### config.mk
export PLATFORM = sky130hd
export DESIGN_NAME = ps2_rx_flat
export DESIGN_NICKNAME = d
export VERILOG_FILES = /design/src/rtl/ps2_rx_if.sv /design/src/rtl/ps2_rx.sv /design/src/flat_wrapper.sv
export SDC_FILE = /design/constraint.sdc
export NUM_CORES = 1
export LEC_CHECK = 0
export CAP_MARGIN = 25
export CORE_ASPECT_RATIO = 2
export CORE_MARGIN = 2
export CORE_UTILIZATION = 35
export DETAILED_ROUTE_END_ITERATION = 6
export DONT_BUFFER_PORTS = 1
export PLACE_DENSITY = 0.51
export SLEW_MARGIN = 20
export SYNTH_ARGS = -nofsm -noshare
export SYNTH_HDL_FRONTEND = slang
export SYNTH_SLANG_ARGS = --single-unit
### constraint.sdc
create_clock -name clk -period 3.2 [get_ports clk]
set_input_delay 0.32 -clock clk [delete_from_list [all_inputs] [get_ports clk]]
set_output_delay 0.32 -clock clk [all_outputs]
set_load 0.02 [all_outputs]
### src/rtl/ps2_rx_if.sv
// rtl/ps2_rx_if.sv - scan-code event bus from the PS/2 receiver to the key-matrix stage
interface ps2_rx_if;
  logic [7:0] code;
  logic       ext;
  logic       rls;
  logic       code_vld;
  logic       err;

  modport master (
    output code,
    output ext,
    output rls,
    output code_vld,
    output err
  );

  modport slave (
    input code,
    input ext,
    input rls,
    input code_vld,
    input err
  );
endinterface

### src/rtl/ps2_rx.sv
// rtl/ps2_rx.sv - PS/2 device-to-host receiver: sync, glitch filter, deframe, E0/F0 folding
module ps2_rx #(
  parameter int FILTER_LEN  = 8,
  parameter int TIMEOUT_CYC = 2000
) (
  input  logic     clk,
  input  logic     rst_n,
  input  logic     ps2clk,
  input  logic     ps2dat,
  ps2_rx_if.master rx
);

  localparam logic [7:0]  FILT_LAST = 8'(FILTER_LEN - 1);
  localparam logic [15:0] TO_LAST   = 16'(TIMEOUT_CYC - 1);

  typedef enum logic [1:0] {
    IDLE   = 2'd0,
    DATA   = 2'd1,
    PARITY = 2'd2,
    STOP   = 2'd3
  } state_t;

  // synchroniser flops, idle-high like the bus itself
  logic       clk_s1, clk_s2, dat_s1, dat_s2;
  // filtered lines and their run-length counters
  logic       clk_f, dat_f, clk_f_q;
  logic [7:0] clk_cnt, dat_cnt;
  logic       fall;

  state_t     state_q, state_d;
  logic [2:0] bitcnt_q;
  logic [7:0] shreg_q;
  logic       par_q;
  logic [15:0] tocnt_q;
  logic       ext_pend_q, rls_pend_q;

  logic       frame_good, frame_bad, timeout;
  logic       par_ok;
  logic       is_prefix;

  logic [7:0] code_q;
  logic       ext_q, rls_q, code_vld_q, err_q;

  // two-flop synchronisers for both asynchronous pins
  always_ff @(posedge clk or negedge rst_n) begin
    if (!rst_n) begin
      clk_s1 <= 1'b1;
      clk_s2 <= 1'b1;
      dat_s1 <= 1'b1;
      dat_s2 <= 1'b1;
    end else begin
      clk_s1 <= ps2clk;
      clk_s2 <= clk_s1;
      dat_s1 <= ps2dat;
      dat_s2 <= dat_s1;
    end
  end

  // ps2clk filter: toggle only after FILTER_LEN consecutive differing samples
  always_ff @(posedge clk or negedge rst_n) begin
    if (!rst_n) begin
      clk_f   <= 1'b1;
      clk_cnt <= 8'd0;
    end else if (clk_s2 == clk_f) begin
      clk_cnt <= 8'd0;
    end else if (clk_cnt == FILT_LAST) begin
      clk_f   <= ~clk_f;
      clk_cnt <= 8'd0;
    end else begin
      clk_cnt <= clk_cnt + 8'd1;
    end
  end

  // ps2dat filter: same rule, so both lines see identical latency
  always_ff @(posedge clk or negedge rst_n) begin
    if (!rst_n) begin
      dat_f   <= 1'b1;
      dat_cnt <= 8'd0;
    end else if (dat_s2 == dat_f) begin
      dat_cnt <= 8'd0;
    end else if (dat_cnt == FILT_LAST) begin
      dat_f   <= ~dat_f;
      dat_cnt <= 8'd0;
    end else begin
      dat_cnt <= dat_cnt + 8'd1;
    end
  end

  // registered copy of filtered ps2clk for falling-edge detection
  always_ff @(posedge clk or negedge rst_n) begin
    if (!rst_n) begin
      clk_f_q <= 1'b1;
    end else begin
      clk_f_q <= clk_f;
    end
  end

  assign fall      = clk_f_q & ~clk_f;
  // odd parity over the data byte and the parity bit
  assign par_ok    = ^{shreg_q, par_q};
  assign is_prefix = (shreg_q == 8'hE0) || (shreg_q == 8'hF0);

  // frame state register
  always_ff @(posedge clk or negedge rst_n) begin
    if (!rst_n) begin
      state_q <= IDLE;
    end else begin
      state_q <= state_d;
    end
  end

  // next-state and frame verdict; timeout wins only when no fall arrives that cycle
  always_comb begin
    state_d    = state_q;
    frame_good = 1'b0;
    frame_bad  = 1'b0;
    timeout    = 1'b0;
    if ((state_q != IDLE) && !fall && (tocnt_q == TO_LAST)) begin
      timeout = 1'b1;
      state_d = IDLE;
    end else if (fall) begin
      case (state_q)
        IDLE: begin
          if (!dat_f) state_d = DATA;
        end
        DATA: begin
          if (bitcnt_q == 3'd7) state_d = PARITY;
        end
        PARITY: begin
          state_d = STOP;
        end
        STOP: begin
          state_d = IDLE;
          if (dat_f && par_ok) frame_good = 1'b1;
          else frame_bad = 1'b1;
        end
        default: state_d = IDLE;
      endcase
    end
  end

  // bit counter, shift register, parity latch and inter-fall timeout counter
  always_ff @(posedge clk or negedge rst_n) begin
    if (!rst_n) begin
      bitcnt_q <= 3'd0;
      shreg_q  <= 8'd0;
      par_q    <= 1'b0;
      tocnt_q  <= 16'd0;
    end else begin
      if (state_q == IDLE || fall || timeout) tocnt_q <= 16'd0;
      else tocnt_q <= tocnt_q + 16'd1;

      if (fall) begin
        case (state_q)
          IDLE: begin
            if (!dat_f) begin
              bitcnt_q <= 3'd0;
              shreg_q  <= 8'd0;
            end
          end
          DATA: begin
            shreg_q[bitcnt_q] <= dat_f;
            bitcnt_q          <= bitcnt_q + 3'd1;
          end
          PARITY: par_q <= dat_f;
          default: ;
        endcase
      end
    end
  end

  // prefix folding and the single-cycle code/err strobes
  always_ff @(posedge clk or negedge rst_n) begin
    if (!rst_n) begin
      ext_pend_q <= 1'b0;
      rls_pend_q <= 1'b0;
      code_q     <= 8'd0;
      ext_q      <= 1'b0;
      rls_q      <= 1'b0;
      code_vld_q <= 1'b0;
      err_q      <= 1'b0;
    end else begin
      code_vld_q <= 1'b0;
      err_q      <= frame_bad | timeout;
      if (frame_bad || timeout) begin
        ext_pend_q <= 1'b0;
        rls_pend_q <= 1'b0;
      end else if (frame_good) begin
        if (shreg_q == 8'hE0) begin
          ext_pend_q <= 1'b1;
        end else if (shreg_q == 8'hF0) begin
          rls_pend_q <= 1'b1;
        end else if (!is_prefix) begin
          code_q     <= shreg_q;
          ext_q      <= ext_pend_q;
          rls_q      <= rls_pend_q;
          code_vld_q <= 1'b1;
          ext_pend_q <= 1'b0;
          rls_pend_q <= 1'b0;
        end
      end
    end
  end

  assign rx.code     = code_q;
  assign rx.ext      = ext_q;
  assign rx.rls      = rls_q;
  assign rx.code_vld = code_vld_q;
  assign rx.err      = err_q;

endmodule
### src/flat_wrapper.sv
// flat-port wrapper written by rule: the top's interface ports become plain ports
module ps2_rx_flat 
#(
  parameter int FILTER_LEN  = 8,
  parameter int TIMEOUT_CYC = 2000
)
  (clk, rst_n, ps2clk, ps2dat, rx_code, rx_ext, rx_rls, rx_code_vld, rx_err);
  ps2_rx_if rx_i ();
  input  logic clk;
  input  logic rst_n;
  input  logic ps2clk;
  input  logic ps2dat;
  output wire logic [$bits(rx_i.code)-1:0] rx_code;
  output wire logic [$bits(rx_i.ext)-1:0] rx_ext;
  output wire logic [$bits(rx_i.rls)-1:0] rx_rls;
  output wire logic [$bits(rx_i.code_vld)-1:0] rx_code_vld;
  output wire logic [$bits(rx_i.err)-1:0] rx_err;
  assign rx_code = rx_i.code;
  assign rx_ext = rx_i.ext;
  assign rx_rls = rx_i.rls;
  assign rx_code_vld = rx_i.code_vld;
  assign rx_err = rx_i.err;
  ps2_rx #(.FILTER_LEN(FILTER_LEN), .TIMEOUT_CYC(TIMEOUT_CYC)) u_core (.clk(clk), .rst_n(rst_n), .ps2clk(ps2clk), .ps2dat(ps2dat), .rx(rx_i));
endmodule
**After elaboration in Yosys (flattened, before gate mapping)**

Cells that the tools add are included.

- $add $sub $neg: 4
- $lt $le $gt $ge: 2
- Equality and inequality tests: 18
- Mux-type cells: 40
- Bitwise gates (word level): 10
- Reduce and logical (&&, ||, !) cells: 23

Operators with widths:

| operator | number |
|---|---|
| $mux 8 | 5 |
| $mux 1 | 24 |
| $add 16x1->16 const B | 1 |
| $add 8x1->8 const B | 2 |
| $eq 16x11->1 const B | 1 |
| $eq 8x3->1 const B | 2 |
| $eq 8x8->1 const B | 2 |
| $mux 16 | 1 |
| $pmux 8 s2 | 1 |
| $reduce_and 3->1 | 4 |
| $ne 3x3->1 const B | 3 |
| $reduce_xor 9->1 | 1 |
| $bwmux 8 | 1 |
| $mux 2 | 4 |
| $not 1->1 | 8 |
| $pmux 2 s4 | 1 |
| $reduce_bool 2->1 | 4 |
| $pmux 3 s2 | 1 |
| $reduce_and 2->1 | 3 |
| $reduce_and 5->1 | 1 |
| $eq 2x2->1 const B | 2 |
| $logic_and 1x1->1 | 4 |
| $logic_or 1x1->1 | 4 |
| $lt 3x4->1 const B | 1 |
| 14 further kinds | 16 |

- Bits in registers: 67
- Input bits: 4
- Output and inout port bits: 12
- Word-level logic and storage cells: 118

**Logic depth before layout (Yosys ltp)**

Gate-level depths: netlist of run 1.

- Depth in word-level cells: 9
- Depth in mapped cells: 7
- Gate-level depth less buffers: 7

**Least setup slack after synthesis of run 1**

OpenSTA, ideal clock, no wires.

- Path kind: register to register
- Start: reg u_core.shreg_q[1]
- End: reg u_core.code_q[0] (netlist: u_core.rx.code[0])
- Setup time: 0.125 ns
- Arrival: 1.923 ns
- Data required time: 3.075 ns
- Slack: 1.152 ns
- Stages on the path, launching flop included: 7
- Buffers on the path: 1
- Period minus slack after synthesis: 2.048 ns
- Cell sequence: dfrtp_1 -> xnor2_1 -> xnor3_1 -> xnor2_2 -> nor4b_4 -> buf_6 -> mux2_4

- Word-level cells in the longest chain between the ends: 9
- Elaborated cells between the ends (all ways): 19
- Those cells by class: eq/ne: 2; mux: 8; bitwise: 4; reduce/logical: 5

Ends and longest elaborated chain:

| what | RTL line | text |
|---|---|---|
| from (decl) | ps2_rx.sv:32 | `logic [7:0] shreg_q;` |
| from (signal, indexed assignment) | ps2_rx.sv:162 | `shreg_q[bitcnt_q] <= dat_f;` |
| $reduce_xor 9->1 | ps2_rx.sv:100 | `assign par_ok = ^{shreg_q, par_q};` |
| $logic_and 1x1->1 | ps2_rx.sv:134 | `if (dat_f && par_ok) frame_good = 1'b1;` |
| $mux 1 | ps2_rx.sv:134 |  |
| $mux 1 | ps2_rx.sv:122 | `case (state_q)` |
| $mux 1 | ps2_rx.sv:121 | `end else if (fall) begin` |
| $mux 1 | ps2_rx.sv:118 | `if ((state_q != IDLE) && !fall && (tocnt_q == TO_LAST)) begin` |
| $logic_or 1x1->1 | ps2_rx.sv:185 | `if (frame_bad \|\| timeout) begin` |
| $not 1->1 (no source line) | -- |  |
| $reduce_and 5->1 (no source line) (*) | -- |  |
| to (signal assigned) | ps2_rx.sv:194 | `code_q <= shreg_q;` |
| to (decl) | ps2_rx.sv:41 | `logic [7:0] code_q;` |

Every way passes the cells marked *; elsewhere a longest branch is shown, timed or not.
A chain may end at the register's enable or synchronous reset.

**Worst setup path in the final report of run 1**

- Start: reg u_core.shreg_q[1]
- End: reg u_core.code_q[1] (netlist: u_core.rx.code[1])

- Word-level cells in the longest chain between the ends: 9
- Elaborated cells between the ends (all ways): 19
- Those cells by class: eq/ne: 2; mux: 8; bitwise: 4; reduce/logical: 5

Ends and longest elaborated chain:

| what | RTL line |
|---|---|
| $reduce_xor 9->1 | ps2_rx.sv:100 |
| $logic_and 1x1->1 | ps2_rx.sv:134 |
| $mux 1 | ps2_rx.sv:134 |
| $mux 1 | ps2_rx.sv:122 |
| $mux 1 | ps2_rx.sv:121 |
| $mux 1 | ps2_rx.sv:118 |
| $logic_or 1x1->1 | ps2_rx.sv:185 |
| $not 1->1 (no source line) | -- |
| $reduce_and 5->1 (no source line) | -- |

Parallel ways exist; a longest one is shown, timed or not.

==> impl_metrics.csv, run 1 <==
group,metric,value,unit
detailed_routing,wl,5980,microns
setup_path,critPathRequiredTime,3.41,ns
timing,rsz0062_at_grt,"no",
detailed_routing,dr.first_iter.drc_count,97,
clocking,numCtsBuffers,9,
die,dieHeight,138,microns
detailed_routing,routedWlPerCell,14.9,microns
min_path,hold_class,"reg -> reg",
final_layout,final_nets,308,
timing,finalSetupTns,0,ns
setup_path,critPathLaunchType,"flip-flop",
detailed_routing,drc_errors,0,
timing,skew,0.00654,ns
timing,drv_slew,0,
synth,synth_area,3150,sq um
final_layout,area_growth,14.8,%
final_layout,final_common_cell,"dfrtp_1",
grt,antenna_found_initial,0,
timing,period_share,68.7,%
grt,grt_usage,13.8,%
setup_path,cp.arrival,2.41,ns
synth,synth-xor-area-share,10.4,%
die,die_area,9810,sq um
clocking,htree_levels,3,
synth,async_flop_share,100,%
die,start_util,35.4,%
die,core_region_area,8890,sq um
pwr,ir_worst_vdd,0.357,mV
pwr,powerDensity,702,nW/um^2
synth,ys.flop_type,"dfrtp_1",
grt,grt_pass1_vias,2135,
synth,synth_compound_area_share,3.94,%
setup_path,reg2reg_depth,6,
detailed_routing,antenna_left,0,
setup_path,r2r_slack,1.00,ns
detailed_routing,first_pass_iters,4,
flow_run,max-cap-violations,0,
timing,period_needed,2.20,ns
synth,yosys_warnings,0,
synth,synth_top_area_share,47.7,%
final_layout,antenna_cells,0,
die,die_width,71.0,microns
synth,yosys_register_bits,67,
synth,synth_top_family_by_area,"simple AND/OR/NAND/NOR gates",
clocking,cts_tree,"built",
timing,fmax,455,MHz
placement,port-buffer-count,0,
final_layout,layout-drive-gt1-share,13.7,%
clocking,clock_sinks,67,
setup_path,end_kind,"flip-flop",
clocking,cts_setup_buffers,0,
clocking,clock_latency,0.33,ns
synth,synth_area_leader_cell,"dfrtp_1",
pwr,leakagePower,0.00168,uW
placement,dp_cells,381,
setup_path,reg2reg_from,"u_core.shreg_q[1]$_DFFE_PN0P_",
synth,synth.avg_cell_area,11.1,sq um
timing,relSlewSlack,58.5,%
die,io_pins,16,
final_layout,fin_cells,401,
timing,hold_viol,0,
clocking,cts_root_buf,"clkbuf_16",
clocking,cts_buffer_depth,2,
synth,synthAdderAreaFrac,3.98,%
setup_path,reg2reg_to,"u_core.rx.code[1]$_DFFE_PN0P_",
run_status,status,"complete, no violations",
synth,synth_cells,284,
timing,worst_pin_slew,0.617,ns
final_layout,num-fill-cells,844,
synth,synth-seq-area-share,53.6,%
placement,hpwl,4080,microns
synth,synthTopCellsByArea,"dfrtp_1 48%, dfstp_2 5.8%, xor2_1 5.0%",
grt,overflow,0,
detailed_routing,vias_per_cell,4.98,
clocking,clkTransAtPathRegs,0.05,ns
timing,setup_violations,0,
detailed_routing,route.vias.total,1995,
synth,synthMuxAreaShare,7.60,%
placement,gp_congestion,0.724,
setup_path,path_max_fanout,11,
synth,synth.distinct_cells,37,
grt,grt_max_degree,68,
die,num_rows,49,
min_path,holdPathStages,0,
min_path,hold_end,"u_core.dat_s2$_DFF_PN1_",
synth,synth_fp_nets,298,
setup_path,crit_type,"reg -> reg",
synth,synth-simple-area-share,18.5,%
synth,synth-edff-count,0,
grt,grt_pass1_wl,10500,microns
min_path,hp-start,"u_core.dat_s1$_DFF_PN1_",
final_layout,most-common-layout-cells,"60 x dfrtp_1, 38 x nor2_1, 27 x nand2_1, 18 x xor2_1, 15 x xnor2_1",
[what timing repair did]
item,CTS,global route
endpoints found under the setup margin,0,0
resized for setup,0,0
hold buffers,4,0
endpoints found under the hold margin,69,0
[cell type report]
type	count	area (sq um)	area share [%]
sequential	67	1690	46.7
tap	102	128	3.53
clock inverter	5	53.8	1.49
inverter	7	26.3	0.727
clock buffer	11	243	6.72
timing repair buffer	7	80.1	2.22
multi-input combinational	202	1400	38.7
[metrics by stage]
stage	setup WS, ns	hold WS (ns)	area, sq um	power (uW)	utilization, %
2_1_floorplan	1.15	0.0244	3150	1420	-
5_1_grt	0.866	0.357	3610	2690	40.6
3_3_place_gp	1.01	0.0264	3260	1550	36.7
6_report	1.00	0.354	3610	2540	40.6
3_5_place_dp	1.01	0.0268	3260	1560	36.7
4_1_cts	0.993	0.355	3610	2570	40.6
[power by group]
part	leakage, uW	total [uW]	switching (uW)	internal [uW]
combinational	0.000629	486	296	189
sequential	0.000901	1070	114	958
clock	0.000149	977	356	621
[routing by layer]
layer / track usage, % / routed length (microns) / vias up
met5: 0 / 0 / -
met4: 6.75 / 152 / 0
met3: 3.72 / 230 / 12
met2: 22.8 / 3110 / 34
met1: 16.4 / 2490 / 963
li1: - / - / 986
[sequential cells by signal (all words and copies together), names as in the netlist, 2 cells and up]
register         flops
u_core.tocnt_q      16
u_core.clk_cnt       8
u_core.dat_cnt       8
u_core.rx.code       8
u_core.shreg_q       8
u_core.bitcnt_q      3
u_core.state_q       2
[Yosys cell counts (all sizes together), types with 2 or more instances]
library cell  count
a21oi             3
a31oi             2
and2              2
and3              9
and4              4
buf               2
clkbuf            6
dfrtp            60
dfstp             7
ha               10
inv               7
mux2             12
mux2i             7
nand2            27
nand2b            3
nand3            13
nand4             2
nand4b            3
nor2             38
nor3              5
nor4              4
nor4b             2
o21ai            14
xnor2            16
xor2             18
[cell families after synthesis]
| kind of cell | after synthesis |
|---|---|
| AND/OR/NAND/NOR | 116 |
| flip-flops | 67 |
| XOR/XNOR | 35 |
| AO/OA/AOI/OAI | 22 |
| multiplexers | 19 |
| buffers and inverters | 15 |
| adder cells (fa/ha/maj) | 10 |
[worst max path at each step]
stage	startpoint	endpoint	slack [ns]	cells past startpoint
2_1_floorplan	u_core.shreg_q[1]$_DFFE_PN0P_	u_core.rx.code[0]$_DFFE_PN0P_	1.15	6
3_3_place_gp	u_core.shreg_q[1]$_DFFE_PN0P_	u_core.rx.code[1]$_DFFE_PN0P_	1.01	6
3_5_place_dp	u_core.shreg_q[4]$_DFFE_PN0P_	u_core.rx.code[1]$_DFFE_PN0P_	1.01	6
4_1_cts	u_core.shreg_q[4]$_DFFE_PN0P_	u_core.rx.code[1]$_DFFE_PN0P_	0.99	6
5_1_grt	u_core.shreg_q[4]$_DFFE_PN0P_	u_core.rx.code[1]$_DFFE_PN0P_	0.87	6
6_report	u_core.shreg_q[1]$_DFFE_PN0P_	u_core.rx.code[1]$_DFFE_PN0P_	1.00	6
[critical path: stages, from the launching register on]
cell and delay (ns):
dfrtp_1 0.43, xnor2_1 0.17, xnor3_1 0.45, xnor2_2 0.21, nor4b_4 0.21, buf_4 0.26, mux2_2 0.35
Power figures use the tool's default switching activity.
==> run 2: changes to the inputs <==
==> constraint.sdc (replaced) <==
create_clock -name clk -period 2.2 [get_ports clk]
set_input_delay 0.22 -clock clk [delete_from_list [all_inputs] [get_ports clk]]
set_output_delay 0.22 -clock clk [all_outputs]
set_load 0.02 [all_outputs]
==> impl_metrics.csv, run 2 (same netlist as run 1, synthesis figures left out) <==
group,metric,value,unit
pwr,ir_worst_vdd,0.827,mV
timing,period_needed,2.13,ns
final_layout,final_common_cell,"dfrtp_1",
final_layout,fin_util,42.1,%
setup_path,crit_type,"reg -> reg",
flow_run,max-cap-violations,0,
final_layout,multi_input_area,1400,sq um
setup_path,end_kind,"flip-flop",
final_layout,final_nets,321,
detailed_routing,dr.first_iter.drc_count,90,
final_layout,most-common-layout-cells,"60 x dfrtp_1, 38 x nor2_1, 27 x nand2_1, 18 x xor2_1, 16 x buf_4",
die,die_area,9810,sq um
timing,rsz0062_at_grt,"yes",
setup_path,worstSetupStartpoint,"u_core.shreg_q[1]$_DFFE_PN0P_",
die,num_rows,49,
clocking,numCtsBuffers,9,
grt,grt_busiest_layer,"met2",
grt,antenna_found_initial,0,
final_layout,regArea,1690,sq um
detailed_routing,drc_errors,0,
final_layout,antenna_cells,0,
pwr,powerDensity,1030,nW/um^2
setup_path,path_max_fanout,4,
detailed_routing,vias_per_cell,5.02,
timing,worst_pin_slew,0.519,ns
setup_path,reg2reg_from,"u_core.shreg_q[1]$_DFFE_PN0P_",
detailed_routing,first_pass_iters,4,
setup_path,reg2reg_to,"u_core.rx.code[4]$_DFFE_PN0P_",
clocking,cts_tree,"built",
clocking,cts_root_buf,"clkbuf_16",
clocking,clkTransAtPathRegs,0.05,ns
clocking,cts_resized,0,
grt,grt_use_met1,16.3,%
detailed_routing,wl,6160,microns
detailed_routing,routedWlPerCell,14.9,microns
placement,hpwl,4230,microns
clocking,clock_latency,0.33,ns
setup_path,critPathLaunchType,"flip-flop",
timing,hold_viol,0,
grt,grt_pass1_vias,2203,
final_layout,design_area,3740,sq um
detailed_routing,route.vias.total,2077,
final_layout,layout-drive-gt1-share,17.6,%
timing,skew,0.0103,ns
final_layout,num-fill-cells,830,
pwr,leakagePower,0.00176,uW
placement,gp_congestion,0.764,
placement,port-buffer-count,0,
timing,fmax,470,MHz
clocking,cts_buffer_depth,2,
grt,grt_max_degree,68,
final_layout,largest_register,"u_core.tocnt_q",
setup_path,crit_path_end,"u_core.rx.code[4]$_DFFE_PN0P_",
die,core_region_area,8890,sq um
min_path,hp-start,"u_core.dat_s1$_DFF_PN1_",
grt,met3_usage,4.66,%
timing,finalSetupTns,0,ns
die,start_util,35.4,%
run_status,status,"complete, no violations",
setup_path,cp.arrival,2.34,ns
placement,place_area,3340,sq um
setup_path,r2r_slack,0.07,ns
min_path,hold_class,"reg -> reg",
timing,period_share,96.7,%
setup_path,critPathRequiredTime,2.41,ns
grt,use_met2,23.3,%
grt,overflow,0,
timing,drv_slew,0,
final_layout,area_growth,18.9,%
grt,grt_pass1_wl,10700,microns
timing,setup_violations,0,
grt,grt_usage,14.3,%
die,dieHeight,138,microns
die,die_width,71.0,microns
detailed_routing,antenna_left,0,
clocking,clock_sinks,67,
setup_path,reg2reg_depth,6,
final_layout,largest_reg_flops,16,
timing,relSlewSlack,65.3,%
clocking,htree_levels,3,
die,io_pins,16,
[run 2: cell types whose count changed in the layout (fill, tap and decap cells not counted)]
cell,previous run,this run
clkbuf_1,1,0
buf_4,3,16
bufinv_16,1,2
clkinv_2,3,1
clkinvlp_4,0,2
[run 2: area by class of cell]
| cell class | instances | area share (%) |
|---|---|---|
| clock inverter | 6 | 2.37 |
| clock buffer | 10 | 6.39 |
| timing repair buffer | 20 | 4.75 |
| inverter | 7 | 0.702 |
| multi-input combinational | 202 | 37.3 |
| sequential | 67 | 45.1 |
| tap | 102 | 3.41 |
[run 2: worst min path at each step]
stage,to,depth (start not counted)
floorplan,u_core.bitcnt_q[0]$_DFFE_PN0P_,0
global placement,u_core.tocnt_q[14]$_DFF_PN0_,0
detailed placement,u_core.tocnt_q[7]$_DFF_PN0_,0
CTS,u_core.dat_s2$_DFF_PN1_,0
global route,u_core.dat_s2$_DFF_PN1_,0
finish,u_core.dat_s2$_DFF_PN1_,0
[run 2: repair_timing]
item / 4_1_cts / 5_1_grt
endpoints found under the setup margin: 0 / 9
endpoints found under the hold margin: 69 / 0
hold buffers: 4 / 0
setup buffers: 0 / 2
[run 2: worst max-delay path: stages, from the launching register on]
cell and delay, ns:
dfrtp_1 0.39, xnor2_1 0.16, xnor3_1 0.46, xnor2_2 0.19, nor4b_4 0.30, buf_4 0.21
mux2_4 0.30
[run 2: layer usage]
| layer | up-vias | share of wire, % |
|---|---|---|
| met4 | 0 | 4.2 |
| met3 | 17 | 3.3 |
| met2 | 31 | 52 |
| met1 | 1019 | 41 |
| li1 | 1010 | - |
| met5 | - | 0 |
[run 2: power breakdown]
part | total, uW | switching (uW) | internal, uW
sequential | 1540 | 147 | 1390
combinational | 754 | 444 | 310
clock | 1570 | 548 | 1020
[run 2: per-stage QoR]
stage               hold WS [ns]  worst slack [ns]  total power, uW  instances
floorplan                -0.0756             0.152             2060        284
global placement         -0.0737            0.0639             2280        392
detailed placement       -0.0738            0.0629             2290        392
CTS                        0.355            0.0459             3920        412
global route               0.356           -0.0450             4110        414
finish                     0.353            0.0731             3860        414
